## config.mk

```make
export PLATFORM = sky130hd
export DESIGN_NAME = fft8_bfly_scheduler_flat
export DESIGN_NICKNAME = d
export VERILOG_FILES = /design/src/rtl/fft8_bfly_scheduler_if.sv /design/src/rtl/fft8_bfly_scheduler.sv /design/src/flat_wrapper.sv
export SDC_FILE = /design/constraint.sdc
export NUM_CORES = 1
export LEC_CHECK = 0
export CORE_UTILIZATION = 35
export CTS_CLUSTER_SIZE = 25
export DETAILED_ROUTE_END_ITERATION = 6
export PLACE_DENSITY_LB_ADDON = 0.12
export SYNTH_ARGS = -nofsm -noshare
export SYNTH_HDL_FRONTEND = slang
export SYNTH_SLANG_ARGS = --single-unit
```

## constraint.sdc

```tcl
create_clock -name i_clk -period 2.3 [get_ports i_clk]
set_input_delay 0.46 -clock i_clk [delete_from_list [all_inputs] [get_ports i_clk]]
set_output_delay 0.46 -clock i_clk [all_outputs]
set_load 0.03 [all_outputs]
```

## src/rtl/fft8_bfly_scheduler_if.sv

```systemverilog
// Handshake and buffer-control bundle between the FFT8 butterfly scheduler and its
// control, ping-pong buffer, twiddle ROM and butterfly neighbours.
interface fft8_bfly_scheduler_if;
  logic       i_start;
  logic       o_busy;
  logic       o_done;
  logic       o_rd_valid;
  logic       o_rd_bank;
  logic [2:0] o_rd_addr0;
  logic [2:0] o_rd_addr1;
  logic [1:0] o_tw_idx;
  logic [1:0] o_stage;
  logic       o_wr_en;
  logic       o_wr_bank;
  logic [2:0] o_wr_addr0;
  logic [2:0] o_wr_addr1;

  modport master (
    input  i_start,
    output o_busy, o_done,
    output o_rd_valid, o_rd_bank, o_rd_addr0, o_rd_addr1, o_tw_idx, o_stage,
    output o_wr_en, o_wr_bank, o_wr_addr0, o_wr_addr1
  );

  modport slave (
    output i_start,
    input  o_busy, o_done,
    input  o_rd_valid, o_rd_bank, o_rd_addr0, o_rd_addr1, o_tw_idx, o_stage,
    input  o_wr_en, o_wr_bank, o_wr_addr0, o_wr_addr1
  );
endinterface

```

## src/rtl/fft8_bfly_scheduler.sv

```systemverilog
// Sequences one shared radix-2 butterfly through the three DIT stages of an 8-point FFT,
// issuing reads from one ping-pong bank and writing results back PIPE cycles later.
module fft8_bfly_scheduler #(
  parameter int unsigned RD_LAT   = 1,
  parameter int unsigned BFLY_LAT = 2
) (
  input logic                   i_clk,
  input logic                   i_rst,
  fft8_bfly_scheduler_if.master bus
);

  localparam int unsigned PIPE = RD_LAT + BFLY_LAT;
  localparam int unsigned DW   = (PIPE > 1) ? $clog2(PIPE) : 1;

  localparam logic [1:0] S_IDLE  = 2'd0;
  localparam logic [1:0] S_ISSUE = 2'd1;
  localparam logic [1:0] S_DRAIN = 2'd2;
  localparam logic [1:0] S_DONE  = 2'd3;

  typedef struct packed {
    logic       valid;
    logic       bank;
    logic [2:0] addr0;
    logic [2:0] addr1;
  } wb_t;

  logic [1:0]    state_q, state_d;
  logic [1:0]    stage_q, stage_d;
  logic [1:0]    k_q, k_d;
  logic [DW-1:0] drain_q, drain_d;

  logic          busy_q, busy_d;
  logic          done_q, done_d;
  logic          rd_valid_q, rd_valid_d;
  logic          rd_bank_q, rd_bank_d;
  logic [2:0]    rd_addr0_q, rd_addr0_d;
  logic [2:0]    rd_addr1_q, rd_addr1_d;
  logic [1:0]    tw_idx_q, tw_idx_d;
  logic [1:0]    stage_o_q, stage_o_d;

  wb_t           sr_q [PIPE];
  wb_t           sr_d [PIPE];

  logic [2:0]    bf_addr0_c;
  logic [2:0]    bf_addr1_c;
  logic [1:0]    bf_tw_c;

  // Butterfly k of stage s: span = 2^s, pair (addr0, addr0+span), twiddle pos << (2-s).
  always_comb begin
    bf_addr0_c = 3'd0;
    bf_addr1_c = 3'd0;
    bf_tw_c    = 2'd0;
    case (stage_q)
      2'd0: begin
        bf_addr0_c = {k_q, 1'b0};
        bf_addr1_c = {k_q, 1'b1};
        bf_tw_c    = 2'd0;
      end
      2'd1: begin
        bf_addr0_c = {k_q[1], 1'b0, k_q[0]};
        bf_addr1_c = {k_q[1], 1'b1, k_q[0]};
        bf_tw_c    = {k_q[0], 1'b0};
      end
      default: begin
        bf_addr0_c = {1'b0, k_q};
        bf_addr1_c = {1'b1, k_q};
        bf_tw_c    = k_q;
      end
    endcase
  end

  always_ff @(posedge i_clk or posedge i_rst) begin
    if (i_rst) begin
      state_q <= S_IDLE;
      stage_q <= 2'd0;
      k_q     <= 2'd0;
      drain_q <= '0;
    end else begin
      state_q <= state_d;
      stage_q <= stage_d;
      k_q     <= k_d;
      drain_q <= drain_d;
    end
  end

  // Next state plus the issue-side outputs, registered one cycle behind the state.
  always_comb begin
    state_d    = state_q;
    stage_d    = stage_q;
    k_d        = k_q;
    drain_d    = drain_q;
    busy_d     = 1'b0;
    done_d     = 1'b0;
    rd_valid_d = 1'b0;
    rd_bank_d  = 1'b0;
    rd_addr0_d = 3'd0;
    rd_addr1_d = 3'd0;
    tw_idx_d   = 2'd0;
    stage_o_d  = 2'd0;

    case (state_q)
      S_IDLE: begin
        if (bus.i_start) begin
          state_d = S_ISSUE;
          stage_d = 2'd0;
          k_d     = 2'd0;
          drain_d = '0;
        end
      end

      S_ISSUE: begin
        busy_d     = 1'b1;
        stage_o_d  = stage_q;
        rd_valid_d = 1'b1;
        rd_bank_d  = stage_q[0];
        rd_addr0_d = bf_addr0_c;
        rd_addr1_d = bf_addr1_c;
        tw_idx_d   = bf_tw_c;
        k_d        = 2'(k_q + 2'd1);
        if (k_q == 2'd3) begin
          state_d = S_DRAIN;
          drain_d = '0;
        end
      end

      // Wait until the stage's last write-back lands before the next stage reads.
      S_DRAIN: begin
        busy_d    = 1'b1;
        stage_o_d = stage_q;
        if (drain_q == DW'(PIPE - 1)) begin
          drain_d = '0;
          k_d     = 2'd0;
          if (stage_q == 2'd2) begin
            state_d = S_DONE;
          end else begin
            state_d = S_ISSUE;
            stage_d = 2'(stage_q + 2'd1);
          end
        end else begin
          drain_d = DW'(drain_q + 1'b1);
        end
      end

      S_DONE: begin
        done_d  = 1'b1;
        state_d = S_IDLE;
        stage_d = 2'd0;
      end

      default: begin
        state_d = S_IDLE;
        stage_d = 2'd0;
        k_d     = 2'd0;
        drain_d = '0;
      end
    endcase
  end

  always_ff @(posedge i_clk or posedge i_rst) begin
    if (i_rst) begin
      busy_q     <= 1'b0;
      done_q     <= 1'b0;
      rd_valid_q <= 1'b0;
      rd_bank_q  <= 1'b0;
      rd_addr0_q <= 3'd0;
      rd_addr1_q <= 3'd0;
      tw_idx_q   <= 2'd0;
      stage_o_q  <= 2'd0;
    end else begin
      busy_q     <= busy_d;
      done_q     <= done_d;
      rd_valid_q <= rd_valid_d;
      rd_bank_q  <= rd_bank_d;
      rd_addr0_q <= rd_addr0_d;
      rd_addr1_q <= rd_addr1_d;
      tw_idx_q   <= tw_idx_d;
      stage_o_q  <= stage_o_d;
    end
  end

  // Write-back delay line fed by the registered issue; last tap lands PIPE cycles later.
  always_comb begin
    for (int i = 0; i < int'(PIPE); i++) begin
      sr_d[i] = '0;
    end
    sr_d[0].valid = rd_valid_q;
    sr_d[0].bank  = rd_valid_q & ~rd_bank_q;
    sr_d[0].addr0 = rd_addr0_q;
    sr_d[0].addr1 = rd_addr1_q;
    for (int i = 1; i < int'(PIPE); i++) begin
      sr_d[i] = sr_q[i-1];
    end
  end

  always_ff @(posedge i_clk or posedge i_rst) begin
    if (i_rst) begin
      for (int i = 0; i < int'(PIPE); i++) begin
        sr_q[i] <= '0;
      end
    end else begin
      for (int i = 0; i < int'(PIPE); i++) begin
        sr_q[i] <= sr_d[i];
      end
    end
  end

  assign bus.o_busy     = busy_q;
  assign bus.o_done     = done_q;
  assign bus.o_rd_valid = rd_valid_q;
  assign bus.o_rd_bank  = rd_bank_q;
  assign bus.o_rd_addr0 = rd_addr0_q;
  assign bus.o_rd_addr1 = rd_addr1_q;
  assign bus.o_tw_idx   = tw_idx_q;
  assign bus.o_stage    = stage_o_q;
  assign bus.o_wr_en    = sr_q[PIPE-1].valid;
  assign bus.o_wr_bank  = sr_q[PIPE-1].bank;
  assign bus.o_wr_addr0 = sr_q[PIPE-1].addr0;
  assign bus.o_wr_addr1 = sr_q[PIPE-1].addr1;

endmodule

```

## src/flat_wrapper.sv

```systemverilog
// flat-port wrapper written by rule: the top's interface ports become plain ports
module fft8_bfly_scheduler_flat 
#(
  parameter int unsigned RD_LAT   = 1,
  parameter int unsigned BFLY_LAT = 2
)
  (i_clk, i_rst, bus_i_start, bus_o_busy, bus_o_done, bus_o_rd_valid, bus_o_rd_bank, bus_o_rd_addr0, bus_o_rd_addr1, bus_o_tw_idx, bus_o_stage, bus_o_wr_en, bus_o_wr_bank, bus_o_wr_addr0, bus_o_wr_addr1);
  fft8_bfly_scheduler_if bus_i ();
  input logic i_clk;
  input logic i_rst;
  input wire logic [$bits(bus_i.i_start)-1:0] bus_i_start;
  output wire logic [$bits(bus_i.o_busy)-1:0] bus_o_busy;
  output wire logic [$bits(bus_i.o_done)-1:0] bus_o_done;
  output wire logic [$bits(bus_i.o_rd_valid)-1:0] bus_o_rd_valid;
  output wire logic [$bits(bus_i.o_rd_bank)-1:0] bus_o_rd_bank;
  output wire logic [$bits(bus_i.o_rd_addr0)-1:0] bus_o_rd_addr0;
  output wire logic [$bits(bus_i.o_rd_addr1)-1:0] bus_o_rd_addr1;
  output wire logic [$bits(bus_i.o_tw_idx)-1:0] bus_o_tw_idx;
  output wire logic [$bits(bus_i.o_stage)-1:0] bus_o_stage;
  output wire logic [$bits(bus_i.o_wr_en)-1:0] bus_o_wr_en;
  output wire logic [$bits(bus_i.o_wr_bank)-1:0] bus_o_wr_bank;
  output wire logic [$bits(bus_i.o_wr_addr0)-1:0] bus_o_wr_addr0;
  output wire logic [$bits(bus_i.o_wr_addr1)-1:0] bus_o_wr_addr1;
  assign bus_i.i_start = bus_i_start;
  assign bus_o_busy = bus_i.o_busy;
  assign bus_o_done = bus_i.o_done;
  assign bus_o_rd_valid = bus_i.o_rd_valid;
  assign bus_o_rd_bank = bus_i.o_rd_bank;
  assign bus_o_rd_addr0 = bus_i.o_rd_addr0;
  assign bus_o_rd_addr1 = bus_i.o_rd_addr1;
  assign bus_o_tw_idx = bus_i.o_tw_idx;
  assign bus_o_stage = bus_i.o_stage;
  assign bus_o_wr_en = bus_i.o_wr_en;
  assign bus_o_wr_bank = bus_i.o_wr_bank;
  assign bus_o_wr_addr0 = bus_i.o_wr_addr0;
  assign bus_o_wr_addr1 = bus_i.o_wr_addr1;
  fft8_bfly_scheduler #(.RD_LAT(RD_LAT), .BFLY_LAT(BFLY_LAT)) u_core (.i_clk(i_clk), .i_rst(i_rst), .bus(bus_i));
endmodule
```

; ---- Word level (Yosys, flattened, before mapping)
; Cells that the tools add are included.
[totals]
register_bits = 46
wordCells = 74
inputBits = 3
[classes]
bitwise_logic = 2
n_reduce_logical = 9
muxes = 25
addsub = 3
n_eq_ne = 11
[op_table]
columns = op, n
row1 = $mux 2, 12
row2 = $pmux 2 s3, 3
row3 = $pmux 3 s2, 2
row4 = $eq 2x2->1 const B, 5
row5 = $reduce_and 3->1, 3
row6 = $pmux 2 s4, 1
row7 = $add 2x1->2 const B, 3
row8 = $mux 3, 2
row9 = $reduce_bool 3->1, 2
row10 = $eq 2x1->1 const B, 2
row11 = $logic_not 2->1, 2
row12 = $mux 1, 4
row13 = $ne 2x1->1 const B, 2
row14 = $ne 2x2->1 const B, 2
row15 = $pmux 2 s2, 1
row16 = $reduce_and 4->1, 1
row17 = $reduce_or 2->1, 1
row18 = $and 1x1->1, 1
row19 = $not 1->1, 1

; ---- Logic depth before layout (Yosys ltp)
[depth]
word_depth = 4
depth_mapped = 5
mapped_depth_nobuf = 5

; ---- Worst setup path after synthesis
; OpenSTA, ideal clock, no wires.
[synth_path]
path_kind = register to register
start = register u_core.stage_q[0]
end = register u_core.stage_q[0]
arrival_time_ns = 1.585
stages_incl_launch_ff = 6
period_less_slack_ns = 1.664
setup_ns = 0.079
slack_ns = 0.636
required_time_ns = 2.221
cell_sequence = dfrtp_1 -> inv_1 -> ha_1 -> or3b_1 -> or4b_1 -> mux2i_1
[synth_via]
elab_chain_cells = 4
[synth_lines]
columns = item, line_no
row1 = start: declaration, fft8_bfly_scheduler.sv:28  ; logic [1:0] stage_q, stage_d;
row2 = start signal: assignment, fft8_bfly_scheduler.sv:80  ; stage_q <= stage_d;
row3 = $add 2x1->2, fft8_bfly_scheduler.sv:137  ; stage_d = 2'(stage_q + 2'd1);
row4 = $mux 2, fft8_bfly_scheduler.sv:133  ; if (stage_q == 2'd2) begin
row5 = $mux 2, fft8_bfly_scheduler.sv:130  ; if (drain_q == DW'(PIPE - 1)) begin
row6 = $pmux 2 s3, fft8_bfly_scheduler.sv:101  ; case (state_q)
; Parallel ways exist; a longest one is shown, timed or not. The select of a mux whose other input is x is not followed.
; A chain may end at the register's enable or synchronous reset.

; ---- Worst setup path after layout
[layout_path]
start = register u_core.stage_q[0]
end = register u_core.stage_q[1]
; Same word-level chain as after synthesis.

==> reports/qor.csv <==
stage;metric;value;unit
setup_path;WP data required;2.51;ns
cells_and_area;FILL cells;404;
placed_design;GPL Wtd Cong;0.729;
power_and_ir_drop;Pleak;0.944;nW
timing;clk_skew;0.00725;ns
cells_and_area;Area Overhead vs Synth;22.7;%
detailed_routing;Post-Route WL;2.33;mm
yosys;register bit total from synthesis;46;
yosys;Post-Syn Area;0.00163;mm^2
global_route;total gr overflow;0;
global_route;vias in the first global route;938;
power_and_ir_drop;maximum vdd drop;0.400;mV
floorplanning;die width;70.3;um
cells_and_area;ant diodes;0;
cells_and_area;fraction of layout cells with a size suffix above 1;9.09;%
status;outcome;finished, final reports clean;
timing;Slew Viols, Final;0;
cells_and_area;nets;155;
setup_path;Critical Path Start Type;flip-flop;
yosys;Synth area leader;dfrtp_1;
yosys;Synth Net Count;129;
timing;Final min period;1.83;ns
clock_network;post-cts repair resize count;0;
cells_and_area;Final Util;45.4;%
setup_path;Worst Path Arrival;2.04;ns
clock_network;clock root buffer;clkbuf_8;
yosys;Yosys warning total;0;
setup_path;CP Max Fanout;4;
clock_network;clock slew at reported path FFs;0.08;ns
global_route;first-pass GRT wire length;4.05;mm
timing;final hold violations;0;
timing;Tightest Pin Transition;0.483;ns
clock_network;number of H-tree levels;2;
power_and_ir_drop;power per cell area;1200;mW/mm^2
clock_network;TritonCTS clock tree;yes;
timing;PnR worst setup slack;0.469;ns
detailed_routing;First-pass DRT Iterations;4;
run;Max-Cap Viols;0;
timing;Rel. slew slack;67.8;%
yosys;Cells after Synth;116;
detailed_routing;DRT iter0 DRCs;71;
global_route;initial antenna violation count;0;
yosys;library cells used by synthesis;23;
yosys;sequential element share of the synthesized area;70.5;%
detailed_routing;number of remaining DRC errors;0;
timing;setup_tns;0;ns
global_route;GRT Overall Usage;10.9;%
placed_design;worst slack, placed;0.398;ns
floorplanning;row count;24;
timing;final period utilization;79.6;%
timing;fmax;546;MHz
floorplanning;core area;0.00441;mm^2
worst_hold_path;hold crit path type;flip-flop to flip-flop;
setup_path;Crit Path Class;flip-flop to flip-flop;
floorplanning;die area;0.00494;mm^2
timing;RSZ-0062 raised after global routing;false;
timing;Final Setup Violations;0;
setup_path;CP Capture Type;flip-flop;
floorplanning;Die H;70.3;um
cells_and_area;most common cell after layout, fill and taps aside;dfrtp_1;
global_route;largest net degree at the start of global routing;26;
clock_network;CTS sink count;46;
yosys;Post-Syn Area per Cell;14.1;um^2
placed_design;Final HPWL DP;1.67;mm
clock_network;CTS Hold Buffers Added;0;
detailed_routing;vias per inst;4.57;
floorplanning;initial core utilization;37.0;%
detailed_routing;Avg WL per Cell;12.0;um
detailed_routing;vias;892;
floorplanning;I/O pins;25;
clock_network;Post-CTS Repair Setup Buffers;0;
clock_network;Num CTS Buffers;5;
cells_and_area;most frequent cells in the layout;46 x dfrtp_1, 24 x clkdlybuf4s50_1, 10 x ha_1, 9 x nor2_1, 8 x inv_1;
placed_design;Buffers on Ports;24;
yosys;main area contributors after synthesis;dfrtp_1 70%, ha_1 7.7%, buf_4 2.8%, inv_1 2.1%, nor2_1 2.1%;
clock_network;Longest Clk Path Bufs;2;
clock_network;clk_lat worst skew;0.29;ns
yosys;share of the synthesized area in the top cell type;70.5;%
detailed_routing;Final ANT Viol Nets;0;
==> state kept, by name, indices dropped and copies added, names as in the netlist, 2 cells and up <==
signal                 count
u_core.bus.o_rd_addr1      3
u_core.bus.o_stage         2
u_core.k_q                 2
u_core.stage_q             2
u_core.bus.o_wr_addr1      3
u_core.drain_q             2
u_core.bus.o_rd_addr0      3
u_core.sr_d               16
u_core.bus.o_tw_idx        2
u_core.bus.o_wr_addr0      3
u_core.state_q             2
==> routing by layer <==
metal | part of all wire [%] | routed length (um) | vias to the layer above | GRT usage, %
li1 | - | - | 423 | -
met1 | 43 | 1010 | 438 | 12.2
met2 | 50 | 1160 | 25 | 17.1
met3 | 4.5 | 106 | 6 | 3.90
met4 | 2.6 | 60 | 0 | 8.00
met5 | 0 | 0 | - | 0
==> cell usage after synthesis, drive strengths merged <==
cell and n:
a211oi 4, a21oi 3, a31oi 1, and2 2
buf 6, dfrtp 46, ha 10, inv 9
mux2 3, mux2i 2, nand2 6, nand2b 1
nor2 9, nor2b 3, nor3 3, nor3b 1
o21a 1, o22ai 1, o2bb2ai 1, or2b 1
or3b 1, or4 1, or4b 1
==> metrics by stage <==
stage / area [um^2] / hold WS, ns / power [mW] / instances
6_report: 2000 / 0.351 / 2.40 / 195
5_1_grt: 2000 / 0.361 / 2.55 / 195
4_1_cts: 2000 / 0.356 / 2.45 / 195
3_5_place_dp: 1910 / 0.336 / 1.95 / 187
3_3_place_gp: 1910 / 0.332 / 1.93 / 187
2_1_floorplan: 1630 / 0.331 / 1.69 / 116
==> critical path, cell delays in order, from the launching register on <==
cell and delay, ns:
dfrtp_1 0.37, inv_1 0.10, ha_1 0.22, or3b_1 0.40, or4b_1 0.52, o22ai_1 0.15
==> area by class of cell <==
class                           instances  area (um^2)  share of cell area, %
Inverter                                9         33.8                   1.69
Multi-Input combinational cell         55          403                   20.1
Tap cell                               52         65.1                   3.25
Sequential cell                        46         1150                   57.5
Clock buffer                            5         68.8                   3.44
Timing Repair Buffer                   25          260                   13.0
Clock inverter                          3         21.3                   1.06
==> where the power goes <==
group	switching (mW)	internal [mW]
logic	0.459	0.334
clock network	0.262	0.213
registers	0.105	1.03
==> cell families after synthesis <==
group           count (synthesis)  share of synthesized area, %
flops                          46                          70.5
compound gates                 11                          4.52
simple gates                   29                          9.20
buf+inv                        15                          4.83
fa+ha+maj                      10                          7.66
mux                             5                          3.29
==> worst paths after layout <==
check | startpoint | to | slack (ns) | cells after the start
hold reg to reg | u_core.sr_d[7] | u_core.bus.o_wr_en | 0.35 | 0
max in group asynchronous | i_rst | u_core.bus.o_wr_addr0[2] | 1.31 | 3
setup reg to reg | u_core.stage_q[0] | u_core.stage_q[1] | 0.47 | 5
hold / removal | u_core.sr_d[7] | u_core.bus.o_wr_en | 0.35 | 0
setup / recovery | u_core.stage_q[0] | u_core.stage_q[1] | 0.47 | 5
min in group asynchronous | i_rst | u_core.bus.o_wr_bank | 0.50 | 2
(Power assumes the default switching activity.)
